==> src/rtl/output_buffer.sv <==
// Addressed result buffer with a valid/ready drain engine that streams valid entries in address order.
// Optional overwrite detection on an already-valid entry is enabled with OUTPUT_BUFFER_OVERWRITE_CHECK_EN.
module output_buffer #(
  parameter int DATA_W = 32,
  parameter int ADDR_W = 4
) (
  input  logic              clk,
  input  logic              rst,
  input  logic              wr_en,
  input  logic [ADDR_W-1:0] wr_addr,
  input  logic [DATA_W-1:0] wr_data,
  input  logic              drain_req,
  output logic              out_valid,
  input  logic              out_ready,
  output logic [DATA_W-1:0] out_data,
  output logic [ADDR_W-1:0] out_addr,
  output logic              busy,
  output logic              drain_done,
  output logic [ADDR_W:0]   count,
  output logic              overwrite_err
);

  // state      | meaning
  // ST_IDLE    | waiting for drain_req
  // ST_SCAN    | testing valid[ptr], one entry per cycle
  // ST_PRESENT | word at ptr offered to host, held until accepted
  // ST_DONE    | drain finished, drain_done pulses for one cycle
  localparam logic [1:0] ST_IDLE    = 2'd0;
  localparam logic [1:0] ST_SCAN    = 2'd1;
  localparam logic [1:0] ST_PRESENT = 2'd2;
  localparam logic [1:0] ST_DONE    = 2'd3;

  localparam int DEPTH = 2 ** ADDR_W;

  logic [DATA_W-1:0] mem [DEPTH];
  logic [DEPTH-1:0]  valid_q;
  logic [1:0]        state;
  logic [ADDR_W-1:0] ptr;

  logic handshake;
  logic wr_hits_ptr;
  logic cnt_inc;
  logic cnt_dec;

  assign handshake   = (state == ST_PRESENT) && out_valid && out_ready;
  assign wr_hits_ptr = wr_en && (wr_addr == ptr);
  assign cnt_inc     = wr_en && !valid_q[wr_addr];
  // A write landing on the entry being accepted keeps it valid, so no decrement.
  assign cnt_dec     = handshake && !wr_hits_ptr;

  assign busy       = (state != ST_IDLE);
  assign drain_done = (state == ST_DONE);

  always_ff @(posedge clk) begin
    if (wr_en) mem[wr_addr] <= wr_data;
  end

  always_ff @(posedge clk) begin
    if (rst) begin
      valid_q <= '0;
      count   <= '0;
    end else begin
      if (handshake) valid_q[ptr] <= 1'b0;
      if (wr_en)     valid_q[wr_addr] <= 1'b1;
      if (cnt_inc && !cnt_dec)      count <= count + 1'b1;
      else if (!cnt_inc && cnt_dec) count <= count - 1'b1;
    end
  end

  always_ff @(posedge clk) begin
    if (rst) begin
      state     <= ST_IDLE;
      ptr       <= '0;
      out_valid <= 1'b0;
      out_data  <= '0;
      out_addr  <= '0;
    end else begin
      case (state)
        ST_IDLE: begin
          if (drain_req) begin
            state <= ST_SCAN;
            ptr   <= '0;
          end
        end
        ST_SCAN: begin
          if (valid_q[ptr]) begin
            out_data  <= mem[ptr];
            out_addr  <= ptr;
            out_valid <= 1'b1;
            state     <= ST_PRESENT;
          end else if (&ptr) begin
            state <= ST_DONE;
          end else begin
            ptr <= ptr + 1'b1;
          end
        end
        ST_PRESENT: begin
          if (handshake) begin
            out_valid <= 1'b0;
            if (&ptr) begin
              state <= ST_DONE;
            end else begin
              ptr   <= ptr + 1'b1;
              state <= ST_SCAN;
            end
          end
        end
        default: state <= ST_IDLE;
      endcase
    end
  end

`ifdef OUTPUT_BUFFER_OVERWRITE_CHECK_EN
  always_ff @(posedge clk) begin
    if (rst) begin
      overwrite_err <= 1'b0;
    end else if (wr_en && valid_q[wr_addr] && !(handshake && wr_hits_ptr)) begin
      overwrite_err <= 1'b1;
    end
  end
`else
  assign overwrite_err = 1'b0;
`endif

endmodule

==> config.mk <==
export PLATFORM = sky130hd
export DESIGN_NAME = output_buffer
export DESIGN_NICKNAME = d
export VERILOG_FILES = /design/src/rtl/output_buffer.sv
export SDC_FILE = /design/constraint.sdc
export NUM_CORES = 1
export LEC_CHECK = 0
export CAP_MARGIN = 20
export CORE_ASPECT_RATIO = 1.1
export CORE_MARGIN = 4
export CORE_UTILIZATION = 30
export CTS_CLUSTER_DIAMETER = 30
export DETAILED_ROUTE_END_ITERATION = 10
export PLACE_DENSITY_LB_ADDON = 0.2
export SYNTH_ARGS = -nofsm -noshare
export SYNTH_HDL_FRONTEND = slang
export SYNTH_SLANG_ARGS = --single-unit
==> constraint.sdc <==
create_clock -name clk -period 6.3 [get_ports clk]
set_input_delay 1.26 -clock clk [delete_from_list [all_inputs] [get_ports clk]]
set_output_delay 1.26 -clock clk [all_outputs]
set_load 0.05 [all_outputs]
-- Yosys cells after proc, flatten, opt, wreduce, memory -nomap -nowiden
Memory sizes are Yosys's and may differ from the RTL's. A register that Yosys moved wholly into a read port is not among the register bits.
Cells that the tools add are included.
- add/sub/neg operators: 3
- $lt $le $gt $ge: 4
- eq/ne operators: 9
- mux-type cells: 29
- bitwise logic cells: 3
- reductions and logical operators: 23
- operators with widths (kind ; number):
    $mux 16 ; 3
    $and 16x16->16 ; 1
    $mux 4 ; 4
    $not 16->16 ; 1
    $or 16x16->16 ; 1
    $pmux 4 s3 ; 1
    $lt 4x5->1 const B ; 2
    $mux 2 ; 5
    $mux 5 ; 2
    $logic_and 1x1->1 ; 9
    $bmux 1 s4 ; 2
    $demux 1 s4 ; 2
    $ge 4x1->1 const B ; 2
    $mux 1 ; 8
    $ne 2x2->1 const B ; 4
    $reduce_and 4->1 ; 2
    $pmux 2 s3 ; 1
    $reduce_and 3->1 ; 2
    $reduce_bool 2->1 ; 3
    $add 5x1->5 const B ; 1
    $sub 5x1->5 const B ; 1
    $add 4x1->4 const B ; 1
    $eq 2x2->1 const B ; 2
    $eq 4x4->1 ; 1
    other kinds (7) ; 10
- flip-flop bits (word level): 32
- memory bits (writable): 512
- input port bits: 41
- output and inout port bits: 45
- word-level logic and storage cells: 78
- memories: 1
- memory list (name ; depth ; bits a word ; read ports ; clocked after Yosys merged registers in ; wr ports ; RTL line ; RTL):
    mem ; 16 ; 32 ; 1 ; 1 ; 1 ; 35 ; logic [DATA_W-1:0] mem [DEPTH];

-- Longest topological paths before layout
- depth after elaboration: 10
- mapped depth: 15
- gate-level depth less buffers: 13

-- Least setup slack after synthesis
OpenSTA, ideal clock, no wires.
- kind: input-to-reg
- from: in wr_addr[0]
- to: mem mem[0][0], enable pin
- library setup time: 463 ps
- arrival time: 4282 ps
- required time: 5837 ps
- slack: 1555 ps
- cell stages on the path: 3
- buffers on the path: 1
- cells stage by stage: clkbuf_1 > or3b_2 > nor3_1
- RTL lines (item ; RTL line ; RTL):
    start: declaration ; 10 ; input logic [ADDR_W-1:0] wr_addr,
    end: declaration ; 35 ;
Straight into the memory's write port.

-- Worst setup path in the final report
- from: in wr_addr[0]
- to: reg count[4]
- longest elaborated chain between the ends: 7
- elaborated cells between the ends (all ways): 14
- classes of those cells: 1 x eq/ne; 3 x mux; 10 x reduce/logical
- ends and longest elaborated chain (item ; RTL line ; RTL):
    $bmux 1 s4 or $eq 4x4->1 (tied branches) ; 47, 46 ;
    $mux 1 (implied by the code) or $logic_and 1x1->1 (tied branches) ; 47, 46 ;
    $logic_not 1->1, on equally long branches ; 47, 49 ;
    $logic_and 1x1->1, on equally long branches ; 47, 49 ;
    $logic_not 1->1, on equally long branches ; 66, 65 ;
    $logic_and 1x1->1, on equally long branches ; 66, 65 ;
    $reduce_bool 2->1 (no line) or $mux 5 (tied branches) ; n/a ;
    end signal: assignment ; 65 ; if (cnt_inc && !cnt_dec) count <= count + 1'b1;
    end signal: assignment ; 66 ; else if (!cnt_inc && cnt_dec) count <= count - 1'b1;
    end: declaration ; 19 ; output logic [ADDR_W:0] count,
Several ways; a longest one is shown, not always the timed one. The select of a mux whose other input is x is not followed.
A chain may end at the register's enable or synchronous reset.

==> key figures <==
Global route
  – Pin count of the biggest net entering global routing: 118
  – Met2 track utilization from global routing: 23.5%
  – Total routing usage reported by global routing: between 10% and 20%
  – Layer with the highest usage after global routing: met2
  – Global-route wire length before repair: between 80,000 and 90,000 um
  – Vias in the first global route: 12,400
  – Initial antenna violation count: 1
  – Met1 capacity usage during global routing: approximately 18%
  – Met3 track utilization from global routing: under 10%
  – Overflow left after global routing: 0

Clock tree
  – Buffer depth of the longest clock path: 3
  – Postcts setup bufs: 0
  – Total clock sinks: 576
  – Clock transition at the registers of the reported paths: approximately 50 ps
  – Maximum level of the CTS H-tree: 3
  – Insertion delay of the later-clocked pin in the worst-skew pair: 650 ps
  – Post_cts resized: 0
  – CTS tree: yes
  – TritonCTS buffer count: about 120
  – Root buffer cell: sky130_fd_sc_hd__clkbuf_16
  – CTS Hold Bufs: 0

Run status
  – Status: completed

Setup path
  – Category of the worst setup path launch point: input port
  – Stage delay of the slowest cell on the critical path: about 750 ps
  – CP max-delay cell: sky130_fd_sc_hd__clkdlybuf4s50_1
  – Data arrival time of the critical path: around 4800 ps
  – Number of buffers and inverters on the critical path: 2
  – List of cells traversed by the critical path: clkdlybuf4s50_1 -> mux4_2 -> mux4_2 -> nor2b_1 -> ha_1 -> inv_1 -> ha_1 -> nor2b_1 -> o21a_1 -> or3_1 -> a21oi_1 -> xnor2_1 -> nor2_1
  – Worst Path Max Fanout: 9
  – Family with the most delay on the worst path: multiplexers
  – Critical Path Sink Type: flip-flop
  – Required time at the worst-slack endpoint: just under 7000 ps
  – Critical path class: input port to flip-flop

Run
  – MaxCap Viol Count: 0

Drt
  – Pre-antenna DRT Iters: 5
  – Vias after detailed routing: 11,400
  – Final Routed Wirelength: 54,500 um
  – Post-detailed-route DRC marker count: 0
  – Routed vias/inst: 4.83
  – Detailed router's first-iteration violation count: 626
  – Number of nets with antenna violations after detailed routing: 0
  – Routed wirelength normalized by instance count: roughly 23 um

Timing
  – Max transition margin: a little under a third
  – Post-layout minimum cycle time: roughly 4300 ps
  – Total setup violations reported at the end of the flow: 0
  – Highest clock rate: between 0.2 and 0.25 GHz
  – Min setup slack post-route: ~2000 ps
  – Final number of max-transition violations: 0
  – Hold violation count in the final report: 0
  – Period utilisation layout: about two thirds
  – Worst slew pin tran: 1040 ps
  – Setup tns final: 0 ps
  – Setup clock skew after layout: between 20 and 25 ps
  – RSZ-0062 raised after global routing: false

Yosys
  – Post-synth top area share: a little over two thirds
  – Distinct cells, synth: 39
  – Ranking of synthesized cells by area: sky130_fd_sc_hd__edfxtp_1 (70%), sky130_fd_sc_hd__mux4_2 (14%), sky130_fd_sc_hd__dfxtp_1 (5.8%)
  – Synthesis-stage register bit count: between 500 and 600
  – Sequential fraction of the synthesis area: between 70% and 80%
  – Mean cell area of the mapped netlist: roughly 19 um2
  – Cell taking the most area after synthesis: sky130_fd_sc_hd__edfxtp_1
  – Synthesized instance count: around 1,100
  – Net count after synthesis: approximately 1,200
  – Mapped cell area: approximately 22,000 um2
  – YS warnings: 0

Place
  – Placer congestion estimate: 0.723
  – Port Buffer Count: 84
  – Post-placement setup slack: between 1000 and 1500 ps
  – Hpwl dp: 29,100 um

Floorplanning
  – Total core area: 73,100 um2
  – Number of placed I/O pins: 86
  – Area of the die: roughly 80,000 um2
  – Number of standard-cell rows in the floorplan: approximately 100
  – Overall die width: ~270 um
  – Die H: about 290 um
  – Initial cell density of the core: around 30%

Finish
  – Count of fill cells added during filler insertion: about 6,700
  – Core utilization of the finished layout: about two fifths
  – Fraction of layout instances using a drive strength above 1: approximately 28%
  – Synthesis-to-finish area growth: 28.5%
  – Net total in the final layout: ~1,400
  – N_diodes: 0

Power and ir drop
  – P_leak: 9.07 nW
  – Total power after layout: roughly 12 mW
  – PD cells: roughly 420 nW/um2
  – IR drop worst, VDD: approximately 350 uV

Hold path
  – Path type of the worst min-delay path: flip-flop to flip-flop
-- metal layers --
metal | up-vias | routed length [um]
li1 | 5027 | -
met1 | 6024 | 23400
met2 | 267 | 27400
met3 | 97 | 2430
met4 | 2 | 1270
met5 | - | 14
-- worst paths after layout --
path,startpoint,endpoint,slack (ps),depth (start not counted)
hold reg to reg,out_data[17],out_data[17],480,2
setup reg to reg,state[0],count[4],3080,13
setup / recovery,wr_addr[0],count[4],2000,13
hold / removal,out_data[17],out_data[17],480,2
-- where the power goes --
part           switching, mW  leakage [nW]  internal, mW  total [mW]
Sequential            0.0729          5.14          4.26        4.33
Clock                   2.00          2.01          4.34        6.34
Combinational          0.564          1.92         0.550        1.11
Total                   2.63          9.07          9.15        11.8
-- Yosys cell counts --
| library cell | count |
|---|---|
| sky130_fd_sc_hd__nand3_1 | 9 |
| sky130_fd_sc_hd__clkbuf_1 | 36 |
| sky130_fd_sc_hd__ha_1 | 14 |
| sky130_fd_sc_hd__o32ai_1 | 2 |
| sky130_fd_sc_hd__a22oi_4 | 1 |
| sky130_fd_sc_hd__xnor2_1 | 3 |
| sky130_fd_sc_hd__buf_4 | 1 |
| sky130_fd_sc_hd__mux4_2 | 137 |
| sky130_fd_sc_hd__o21ai_0 | 2 |
| sky130_fd_sc_hd__inv_1 | 13 |
| sky130_fd_sc_hd__nand3b_1 | 2 |
| sky130_fd_sc_hd__buf_1 | 12 |
| sky130_fd_sc_hd__fa_1 | 1 |
| sky130_fd_sc_hd__mux2i_1 | 1 |
| sky130_fd_sc_hd__a311oi_1 | 1 |
| sky130_fd_sc_hd__nand2b_1 | 3 |
| sky130_fd_sc_hd__conb_1 | 1 |
| sky130_fd_sc_hd__nand2_1 | 30 |
| sky130_fd_sc_hd__or3b_2 | 1 |
| sky130_fd_sc_hd__nor2_1 | 82 |
| sky130_fd_sc_hd__nor3b_1 | 1 |
| sky130_fd_sc_hd__a22oi_1 | 67 |
| sky130_fd_sc_hd__mux2_2 | 2 |
| sky130_fd_sc_hd__o22ai_1 | 1 |
| sky130_fd_sc_hd__a22o_1 | 1 |
| sky130_fd_sc_hd__a211oi_1 | 3 |
| sky130_fd_sc_hd__or3_1 | 1 |
| sky130_fd_sc_hd__and2_1 | 3 |
| sky130_fd_sc_hd__a31o_2 | 1 |
| sky130_fd_sc_hd__xor2_1 | 5 |
| sky130_fd_sc_hd__nor3_1 | 9 |
| sky130_fd_sc_hd__a21oi_1 | 92 |
| sky130_fd_sc_hd__a311o_1 | 1 |
| sky130_fd_sc_hd__nor2b_1 | 5 |
| sky130_fd_sc_hd__a32o_1 | 1 |
| sky130_fd_sc_hd__o21a_1 | 1 |
| sky130_fd_sc_hd__edfxtp_1 | 512 |
| sky130_fd_sc_hd__buf_2 | 18 |
| sky130_fd_sc_hd__dfxtp_1 | 64 |
-- cell usage in the layout, fill, tap and decap left out, drive strengths merged, types with 2 or more instances in the layout --
cell type	instances
xor2	5
clkdlybuf4s50	83
o32ai	2
a211oi	3
nand2b	3
buf	28
clkinvlp	13
dfxtp	64
nand3b	2
o21ai	2
nand3	9
a22oi	68
edfxtp	512
a21oi	92
clkbuf	141
and2	3
inv	17
mux4	137
nor2	82
nor2b	5
bufinv	19
nand2	30
ha	14
clkinv	48
mux2	2
xnor2	3
nor3	9
-- flip-flops by register name (all words and copies together), names as in the netlist --
| signal | flops |
|---|---|
| count | 5 |
| mem | 512 |
| out_addr | 4 |
| out_data | 32 |
| out_valid | 1 |
| ptr | 4 |
| state | 2 |
| valid_q | 16 |
-- stage by stage --
step,hold WS [ps],instances,cell area (um2)
after CTS,488,2363,28400
after floorplan,468,1140,22100
after global routing,501,2363,28400
final,483,2363,28400
after global placement,467,2138,24200
after detailed placement,475,2138,24200
-- worst register-to-register path: stages, from the launching register on --
cell and delay, ps:
sky130_fd_sc_hd__dfxtp_1 360, sky130_fd_sc_hd__inv_1 140, sky130_fd_sc_hd__ha_1 320, sky130_fd_sc_hd__nand3_1 340, sky130_fd_sc_hd__a31o_2 330, sky130_fd_sc_hd__ha_1 240
sky130_fd_sc_hd__inv_1 140, sky130_fd_sc_hd__ha_1 260, sky130_fd_sc_hd__nor2b_1 130, sky130_fd_sc_hd__o21a_1 170, sky130_fd_sc_hd__or3_1 300, sky130_fd_sc_hd__a21oi_1 180
sky130_fd_sc_hd__xnor2_1 130, sky130_fd_sc_hd__nor2_1 50
-- cells by family after synthesis --
| group | count (synthesis) | share of synthesized area [%] |
|---|---|---|
| other | 1 | 0.0170 |
| AOI/OAI and AO/OA | 174 | 4.96 |
| adders and majority gates | 15 | 0.884 |
| muxes | 140 | 14.1 |
| DFF | 576 | 75.4 |
| xor gates and xnor gates | 8 | 0.317 |
| and+or+nand+nor | 146 | 2.79 |
| buffers and inverters | 80 | 1.48 |
-- area by class of cell --
class / instances / area [um2] / share of cell area [%]
tap: 954 / 1190 / 4.21
inverter: 13 / 48.8 / 0.172
clock inverter: 84 / 978 / 3.45
timing repair buffer: 111 / 1080 / 3.79
clock buffer: 141 / 3170 / 11.2
multi-input combinational: 484 / 5230 / 18.4
sequential: 576 / 16700 / 58.7
No activity file was read; power rests on OpenSTA's default activity.
